## config.mk

```make
export PLATFORM = sky130hd
export DESIGN_NAME = elastic_pipeline
export DESIGN_NICKNAME = d
export VERILOG_FILES = /design/src/rtl/elastic_pipeline.sv
export SDC_FILE = /design/constraint.sdc
export NUM_CORES = 1
export LEC_CHECK = 0
export ABC_AREA = 1
export BUFFER_PORTS_ARGS = -buffer_cell sky130_fd_sc_hd__buf_2
export CAP_MARGIN = 20
export CORE_ASPECT_RATIO = 0.5
export CORE_MARGIN = 2
export CORE_UTILIZATION = 29
export CTS_BUF_LIST = sky130_fd_sc_hd__clkbuf_16
export DETAILED_ROUTE_END_ITERATION = 10
export GPL_TIMING_DRIVEN = 1
export PLACE_DENSITY = 0.53
export SYNTH_ARGS = -nofsm -noshare
export SYNTH_HDL_FRONTEND = slang
export SYNTH_SLANG_ARGS = --single-unit
```

## constraint.sdc

```tcl
create_clock -name clk_in -period 2.1 [get_ports clk_in]
set_input_delay 0.525 -clock clk_in [delete_from_list [all_inputs] [get_ports clk_in]]
set_output_delay 0.525 -clock clk_in [all_outputs]
set_load 0.01 [all_outputs]
```

## src/rtl/elastic_pipeline.sv

```systemverilog
// elastic_pipeline: DEPTH-stage valid/ready register pipeline.
// Stalls ripple back combinationally, so empty stages keep filling while
// the output is blocked. The pipeline also provides a synchronous flush and
// a registered occupancy count.
module elastic_pipeline #(
    parameter int DEPTH = 2,
    parameter int WIDTH = 16,
    parameter int CNT_W = $clog2(DEPTH + 1)
) (
    input  logic             clk_in,
    input  logic             rst_n_in,
    input  logic             flush_in,
    input  logic             in_valid_in,
    input  logic [WIDTH-1:0] in_data_in,
    output logic             in_ready_out,
    output logic             out_valid_out,
    output logic [WIDTH-1:0] out_data_out,
    input  logic             out_ready_in,
    output logic [CNT_W-1:0] count_out
);

    logic [DEPTH-1:0] r_valid;
    logic [WIDTH-1:0] r_data [DEPTH];
    logic [CNT_W-1:0] r_count;

    logic [DEPTH-1:0] w_adv;
    logic             w_in_xfer;
    logic             w_out_xfer;

    // Advance ripple: a stage may load if it is empty or its successor moves
    always_comb begin
        logic w_chain;
        w_adv          = '0;
        w_chain        = !r_valid[DEPTH-1] | out_ready_in;
        w_adv[DEPTH-1] = w_chain;
        for (int unsigned j = 1; j < DEPTH; j++) begin
            w_chain                = !r_valid[DEPTH-1-j] | w_chain;
            w_adv[DEPTH-1-j]       = w_chain;
        end
    end

    assign in_ready_out  = w_adv[0] & !flush_in;
    assign w_in_xfer     = in_valid_in & in_ready_out;
    assign w_out_xfer    = r_valid[DEPTH-1] & out_ready_in;
    assign out_valid_out = r_valid[DEPTH-1];
    assign out_data_out  = r_data[DEPTH-1];
    assign count_out     = r_count;

    // Valid bits: flush empties every stage, otherwise advancing stages take their source valid
    always_ff @(posedge clk_in or negedge rst_n_in) begin
        if (!rst_n_in) begin
            r_valid <= '0;
        end else if (flush_in) begin
            r_valid <= '0;
        end else begin
            if (w_adv[0]) r_valid[0] <= w_in_xfer;
            for (int unsigned i = 1; i < DEPTH; i++) begin
                if (w_adv[i]) r_valid[i] <= r_valid[i-1];
            end
        end
    end

    // Data: load only real words so an empty pipeline keeps its last output value
    always_ff @(posedge clk_in or negedge rst_n_in) begin
        if (!rst_n_in) begin
            for (int unsigned i = 0; i < DEPTH; i++) r_data[i] <= '0;
        end else if (!flush_in) begin
            if (w_in_xfer) r_data[0] <= in_data_in;
            for (int unsigned i = 1; i < DEPTH; i++) begin
                if (w_adv[i] && r_valid[i-1]) r_data[i] <= r_data[i-1];
            end
        end
    end

    // Occupancy: +1 on accept, -1 on emit, unchanged when both happen
    always_ff @(posedge clk_in or negedge rst_n_in) begin
        if (!rst_n_in) begin
            r_count <= '0;
        end else if (flush_in) begin
            r_count <= '0;
        end else begin
            case ({w_in_xfer, w_out_xfer})
                2'b10:   r_count <= r_count + CNT_W'(1);
                2'b01:   r_count <= r_count - CNT_W'(1);
                default: r_count <= r_count;
            endcase
        end
    end

    a_count_matches_valid: assert property (
        @(posedge clk_in) disable iff (!rst_n_in)
        r_count == CNT_W'($countones(r_valid))
    );

endmodule

```

==> run_results.csv, run 1 <==
group,metric,value,unit
floorplanning,io_pins,41,
global_routing,grt_pass1_wl,4710,um
floorplanning,core,5400,sq um
sta,fmax,620,MHz
synthesis,avgSynthCellArea,9.60,sq um
clock_tree,holdBufCountCts,0,
worst_setup_path,crit_arrival,1.09,ns
synthesis,yosysTopAreaCell,"dfrtp_1",
routing,drt_first_pass_iters,4,
worst_setup_path,worstSetupPathType,"register to output pin",
routing,wl,2770,um
synthesis,synthesis.nets,187,
sta,slew_headroom,58.7,%
worst_setup_path,cp_num_buf_inv,2,
synthesis,synth_top_family_by_area,"buffers and inverters",
flow_run,max_cap_violations,0,
worst_setup_path,critPathMaxFanout,5,
pwr,cellPowerDensity,1040,nW/um^2
clock_tree,cts.htree.levels,2,
synthesis,synth_fa_ha_area_share,0,%
clock_tree,cts_resized,0,
routing,postRouteAntennaNets,0,
global_routing,grt_overflow,0,
floorplanning,design.die.area,6140,sq um
clock_tree,clockRootBuffer,"clkbuf_16",
worst_setup_path,critPathSlowestCell,"dfrtp_1",
clock_tree,clock_latency,0.28,ns
worst_setup_path,r2r_slack,0.56,ns
cells_and_area,layout-drive-gt1-share,34.0,%
worst_setup_path,worst_setup_path_start_kind,"register",
min_path,hold_class,"input port to asynchronous set/reset pin",
routing,drc,0,
synthesis,synth.yosys.seq_area_share,56.6,%
global_routing,antenna_found_initial,0,
pwr,vdd_ir_drop_max,336,uV
routing,wl_per_cell,10.4,um
worst_setup_path,critPathCaptureType,"output pin",
cells_and_area,post-route-util,35.5,%
routing,vias,1104,
routing,vias_per_cell,4.13,
pwr,power_leakage,1.01,nW
sta,skew,0.00490,ns
synthesis,synthXorXnorAreaFrac,0.550,%
cells_and_area,syn2layout_area_growth,20.3,%
placed_design,gp_congestion,0.708,
synthesis,synth_seq_cells,36,
sta,drv_slew,0,
synthesis,ys_warn_count,0,
synthesis,synth_area_leaders,"dfrtp_1 57%, buf_4 9.9%, nand2_1 6.4%",
sta,period_needed,1.61,ns
worst_setup_path,r2r-end,"r_data[22]$_DFFE_PN0P_",
global_routing,grt_start_max_net_pins,37,
global_routing,grt_use_total,10.0,%
worst_setup_path,r2r_start,"r_valid[1]$_DFFE_PN0P_",
sta,hold-worst-slack,0.281,ns
synthesis,synth_top_area_share,56.6,%
status,status,"finished, final reports clean",
floorplanning,rows,19,
sta,final.setup.tns,0,ns
synthesis,synth.distinct_cells,15,
placed_design,port_buffers,40,
cells_and_area,num_antenna_cells,0,
worst_setup_path,rr_worst_depth,5,
synthesis,synth-compound-area-share,14.1,%
floorplanning,die_w,109,um
sta,worst_pin_slew,0.619,ns
sta,rsz0062_at_grt,"no",
sta,finalCritPeriodShare,76.8,%
floorplanning,start_util,29.5,%
placed_design,dp_hpwl,1890,um
cells_and_area,final_nets,214,
floorplanning,die-height,56.4,um
global_routing,grt_pass1_vias,1102,
synthesis,synthCells,166,
clock_tree,cts_max_path_buffers,2,
worst_setup_path,worstPathRequired,1.57,ns
cells_and_area,n_fill_cell,557,
routing,drt_iter0_drc,41,
worst_setup_path,cp_top_family,"flip-flops",
sta,hold_violations,0,
pwr,power,2.00,mW
synthesis,synthMuxAreaShare,0,%
clock_tree,clock-sinks,36,
clock_tree,path_clk_slew,0.05,ns
worst_setup_path,worstPathCellList,"nand3_2, nand2_1, inv_1, buf_2",
synthesis,synth-simple-area-share,13.6,%
clock_tree,cts_tree,"built",
worst_setup_path,max_stage_delay,0.43,ns
sta,setup_viol,0,
clock_tree,cts_setup_buffers,0,
clock_tree,cts_buffers,5,
synthesis,syn_area,1590,sq um
## worst max path at each step
stage / start / endpoint / slack (ns) / depth (start not counted)
after floorplan: out_ready_in / in_ready_out / 0.80 / 4
after CTS: r_valid[1]$_DFFE_PN0P_ / in_ready_out / 0.47 / 4
final: r_valid[1]$_DFFE_PN0P_ / in_ready_out / 0.49 / 4
after global routing: r_valid[1]$_DFFE_PN0P_ / in_ready_out / 0.41 / 4
after detailed placement: flush_in / r_data[22]$_DFFE_PN0P_ / 0.30 / 6
after global placement: flush_in / r_data[22]$_DFFE_PN0P_ / 0.34 / 6
## cell usage after synthesis
| master | n |
|---|---|
| inv_2 | 2 |
| nand4_1 | 1 |
| nand2_1 | 27 |
| nand3b_1 | 2 |
| o211ai_2 | 1 |
| nor2_1 | 17 |
| inv_1 | 19 |
| dfrtp_1 | 36 |
| buf_4 | 21 |
| a21oi_2 | 10 |
| nand3_2 | 3 |
| o21ai_1 | 17 |
| a21oi_1 | 8 |
| xnor2_1 | 1 |
| buf_2 | 1 |
## logic make-up (layout without fill, tap and decap cells)
logic type      count (synthesis)  in the layout
compound gates                 36             36
flops                          36             36
simple gates                   50             50
buf+inv                        43             71
xor+xnor                        1              1
## cell type report
cell class / instances / area (sq um) / area share (%)
clock buffer: 5 / 125 / 6.53
clock inverter: 3 / 42.5 / 2.22
inverter: 21 / 78.8 / 4.11
multi-input combinational: 87 / 450 / 23.5
sequential: 36 / 901 / 47.0
tap: 73 / 91.3 / 4.77
timing repair buffer: 42 / 228 / 11.9
## sequential cells by signal, indices dropped and copies added (netlist names)
signal / cells
r_valid: 2
out_data_out: 16
count_out: 2
r_data: 16
## power breakdown
group / internal (mW) / total, mW / switching (mW)
combinational: 0.135 / 0.317 / 0.183
clock: 0.557 / 0.827 / 0.271
sequential: 0.807 / 0.857 / 0.0501
total: 1.50 / 2.00 / 0.503
## cell usage in the layout (no fill, tap or decap)
master	n
buf_2	40
dfrtp_1	36
nand2_1	27
inv_1	19
o21ai_1	17
nor2_1	17
a21oi_2	10
a21oi_1	8
clkbuf_16	5
nand3_2	3
inv_2	2
nand3b_1	2
nand4_1	1
o211ai_2	1
xnor2_1	1
bufinv_16	1
clkinvlp_4	1
clkinv_2	1
buf_12	1
buf_4	1
## metal layers
metal | wire (um) | vias up | GRT usage, % | part of all wire [%]
li1 | - | 559 | - | -
met1 | 1320 | 522 | 11.5 | 48
met2 | 1330 | 19 | 17.2 | 48
met3 | 89 | 4 | 2.90 | 3.2
met4 | 31 | 0 | 4.95 | 1.1
met5 | 0 | - | 0 | 0
## through the flow
stage	std cells	setup slack (ns)	cell area [sq um]
floorplan	166	0.801	1590
global placement	259	0.341	1750
detailed placement	259	0.297	1750
global route	267	0.411	1920
finish	267	0.487	1920
CTS	267	0.466	1920
No activity file was read; power rests on OpenSTA's default activity.
==> inputs of run 2 (changes only) <==
PLACE_DENSITY = 0.55   (was 0.53)
clock period = 1.29 ns   (was 2.1 ns; I/O delays follow)
==> run 2 against run 1 <==
The flow now finishes with violations (negative hold slack). Critical path depth did not move. Die area did not move. Sequential cell count is the same. Via count down 0.27%. Non-clock buffer count rose by 5. Clock power rose by 60%. Design area up 3.7%. Register-to-register slack got worse by 0.44 ns. Hold slack got worse by 0.28 ns. Largest power group unchanged. Global-route usage fell by 0.052 points. Final cell count rose by 1.9%. Clock-buffer cell count did not move.
==> run_results.csv, run 2 (synthesized netlist as in run 1, its figures left out) <==
group,metric,value,unit
global_routing,grt_start_max_net_pins,37,
pwr,vdd_ir_drop_max,685,uV
sta,skew,0.00575,ns
worst_setup_path,worst_setup_path_start_kind,"register",
floorplanning,core,5400,sq um
worst_setup_path,r2r-end,"r_data[21]$_DFFE_PN0P_",
worst_setup_path,cp_top_family,"flip-flops",
cells_and_area,layout-drive-gt1-share,35.2,%
worst_setup_path,cp_num_buf_inv,2,
pwr,cellPowerDensity,1640,nW/um^2
worst_setup_path,rr_worst_depth,6,
floorplanning,io_pins,41,
sta,period_needed,1.26,ns
worst_setup_path,cp-startpoint,"r_valid[1]$_DFFE_PN0P_",
worst_setup_path,worstSetupPathType,"register to output pin",
worst_setup_path,crit_arrival,0.94,ns
worst_setup_path,worstPathRequired,0.97,ns
cells_and_area,final_nets,219,
pwr,power_leakage,1.05,nW
sta,hold-worst-slack,-0.00139,ns
routing,wl,2780,um
clock_tree,clock-sinks,36,
cells_and_area,mostFrequentLayoutCell,"buf_2",
sta,final.setup.worst_slack,0.0283,ns
global_routing,grt_pass1_vias,1033,
global_routing,grt_pass1_wl,4730,um
worst_setup_path,critPathCaptureType,"output pin",
floorplanning,die-height,56.4,um
placed_design,pre_cts_slack,0.0970,ns
sta,rsz0062_at_grt,"yes",
clock_tree,cts.htree.levels,2,
routing,drc,0,
cells_and_area,most-common-layout-cells,"40 x buf_2, 36 x dfrtp_1, 27 x nand2_1",
cells_and_area,num_antenna_cells,0,
worst_setup_path,worstPathCellList,"nand3_2, nand2_1, inv_1, buf_2",
status,violations,"negative hold slack",
flow_run,max_cap_violations,0,
clock_tree,path_clk_slew,0.05,ns
worst_setup_path,r2r_slack,0.12,ns
clock_tree,clockRootBuffer,"clkbuf_16",
worst_setup_path,worst-path-stages,4,
routing,vias,1101,
clock_tree,cts_tree,"built",
worst_setup_path,critPathSlowestCell,"dfrtp_1",
min_path,hold_class,"input port to asynchronous set/reset pin",
status,status,"finished, violations left",
worst_setup_path,max_stage_delay,0.38,ns
cells_and_area,syn2layout_area_growth,24.8,%
placed_design,dp_hpwl,1910,um
clock_tree,cts_resized,0,
routing,drt_iter0_drc,25,
routing,drt_first_pass_iters,4,
clock_tree,clock_latency,0.27,ns
sta,final.setup.tns,0,ns
floorplanning,die_w,109,um
global_routing,grt_overflow,0,
routing,vias_per_cell,4.05,
worst_setup_path,setup.worst_path.end,"in_ready_out",
sta,worst_pin_slew,0.198,ns
sta,setup_viol,0,
floorplanning,design.die.area,6140,sq um
sta,finalCritPeriodShare,97.8,%
sta,fmax,793,MHz
global_routing,antenna_found_initial,0,
sta,drv_slew,0,
routing,wl_per_cell,10.2,um
clock_tree,cts_max_path_buffers,2,
global_routing,grt_use_total,9.99,%
routing,postRouteAntennaNets,0,
clock_tree,cts_buffers,5,
placed_design,gp_congestion,0.739,
worst_setup_path,critPathMaxFanout,2,
floorplanning,start_util,29.5,%
floorplanning,rows,19,
worst_setup_path,r2r_start,"r_valid[1]$_DFFE_PN0P_",
placed_design,port_buffers,40,
sta,hold_violations,2,
sta,slew_headroom,86.8,%
[run 2: cell types whose count changed in the layout (fill, tap and decap cells not counted)]
| cell | change |
|---|---|
| inv_1 | +1 |
| clkinvlp_4 | -1 |
| buf_12 | +3 |
| buf_4 | +2 |
[run 2: worst min path at each step]
stage             start                           end  slack, ns  cells after the start
2_1_floorplan  rst_n_in      count_out[0]$_DFFE_PN0P_       0.03                      0
3_3_place_gp   rst_n_in  out_data_out[11]$_DFFE_PN0P_       0.30                      2
3_5_place_dp   rst_n_in  out_data_out[11]$_DFFE_PN0P_       0.31                      2
4_1_cts        rst_n_in  out_data_out[11]$_DFFE_PN0P_       0.01                      2
5_1_grt        rst_n_in        r_data[26]$_DFFE_PN0P_       0.02                      2
6_report       rst_n_in        r_data[27]$_DFFE_PN0P_     -0.001                      2
[run 2: what timing repair did]
action / 4_1_cts / 5_1_grt
buffers inserted: 3 / 0
hold buffers: 0 / 0
pin swaps: 1 / 0
endpoints found under the setup margin: 1 / 1
[run 2: layer usage]
metal	vias to the layer above	track usage (%)	part of all wire, %
met5	-	0	0
met4	0	3.85	1.5
li1	568	-	-
met3	5	3.25	3.5
met2	16	15.1	46
met1	512	13.3	49
[run 2: per-stage QoR]
step                      power [mW]  hold slack (ns)  instance area [sq um]  cells  utilization, %
final                           3.26         -0.00139                   1990    272            36.8
after CTS                       3.32           0.0101                   1990    272            36.8
after global placement          1.95            0.298                   1800    261            33.4
after detailed placement        1.96            0.307                   1800    261            33.4
after floorplan                 1.86           0.0269                   1590    166               -
after global routing            3.46           0.0210                   1990    272            36.8
[run 2: where the power goes]
part	internal, mW	switching (mW)	total [mW]
combinational	0.241	0.307	0.547
clock	0.899	0.420	1.32
sequential	1.31	0.0755	1.39
total	2.45	0.802	3.26
[run 2: layout make-up]
type                    instances  area, sq um
well taps                      73         91.3
fillers                       553         3410
repair buffers                 47          303
inverters                      21         78.8
clock inverters                 3         38.8
flip-flops and latches         36          901
clock buffers                   5          125
multi-input cells              87          450
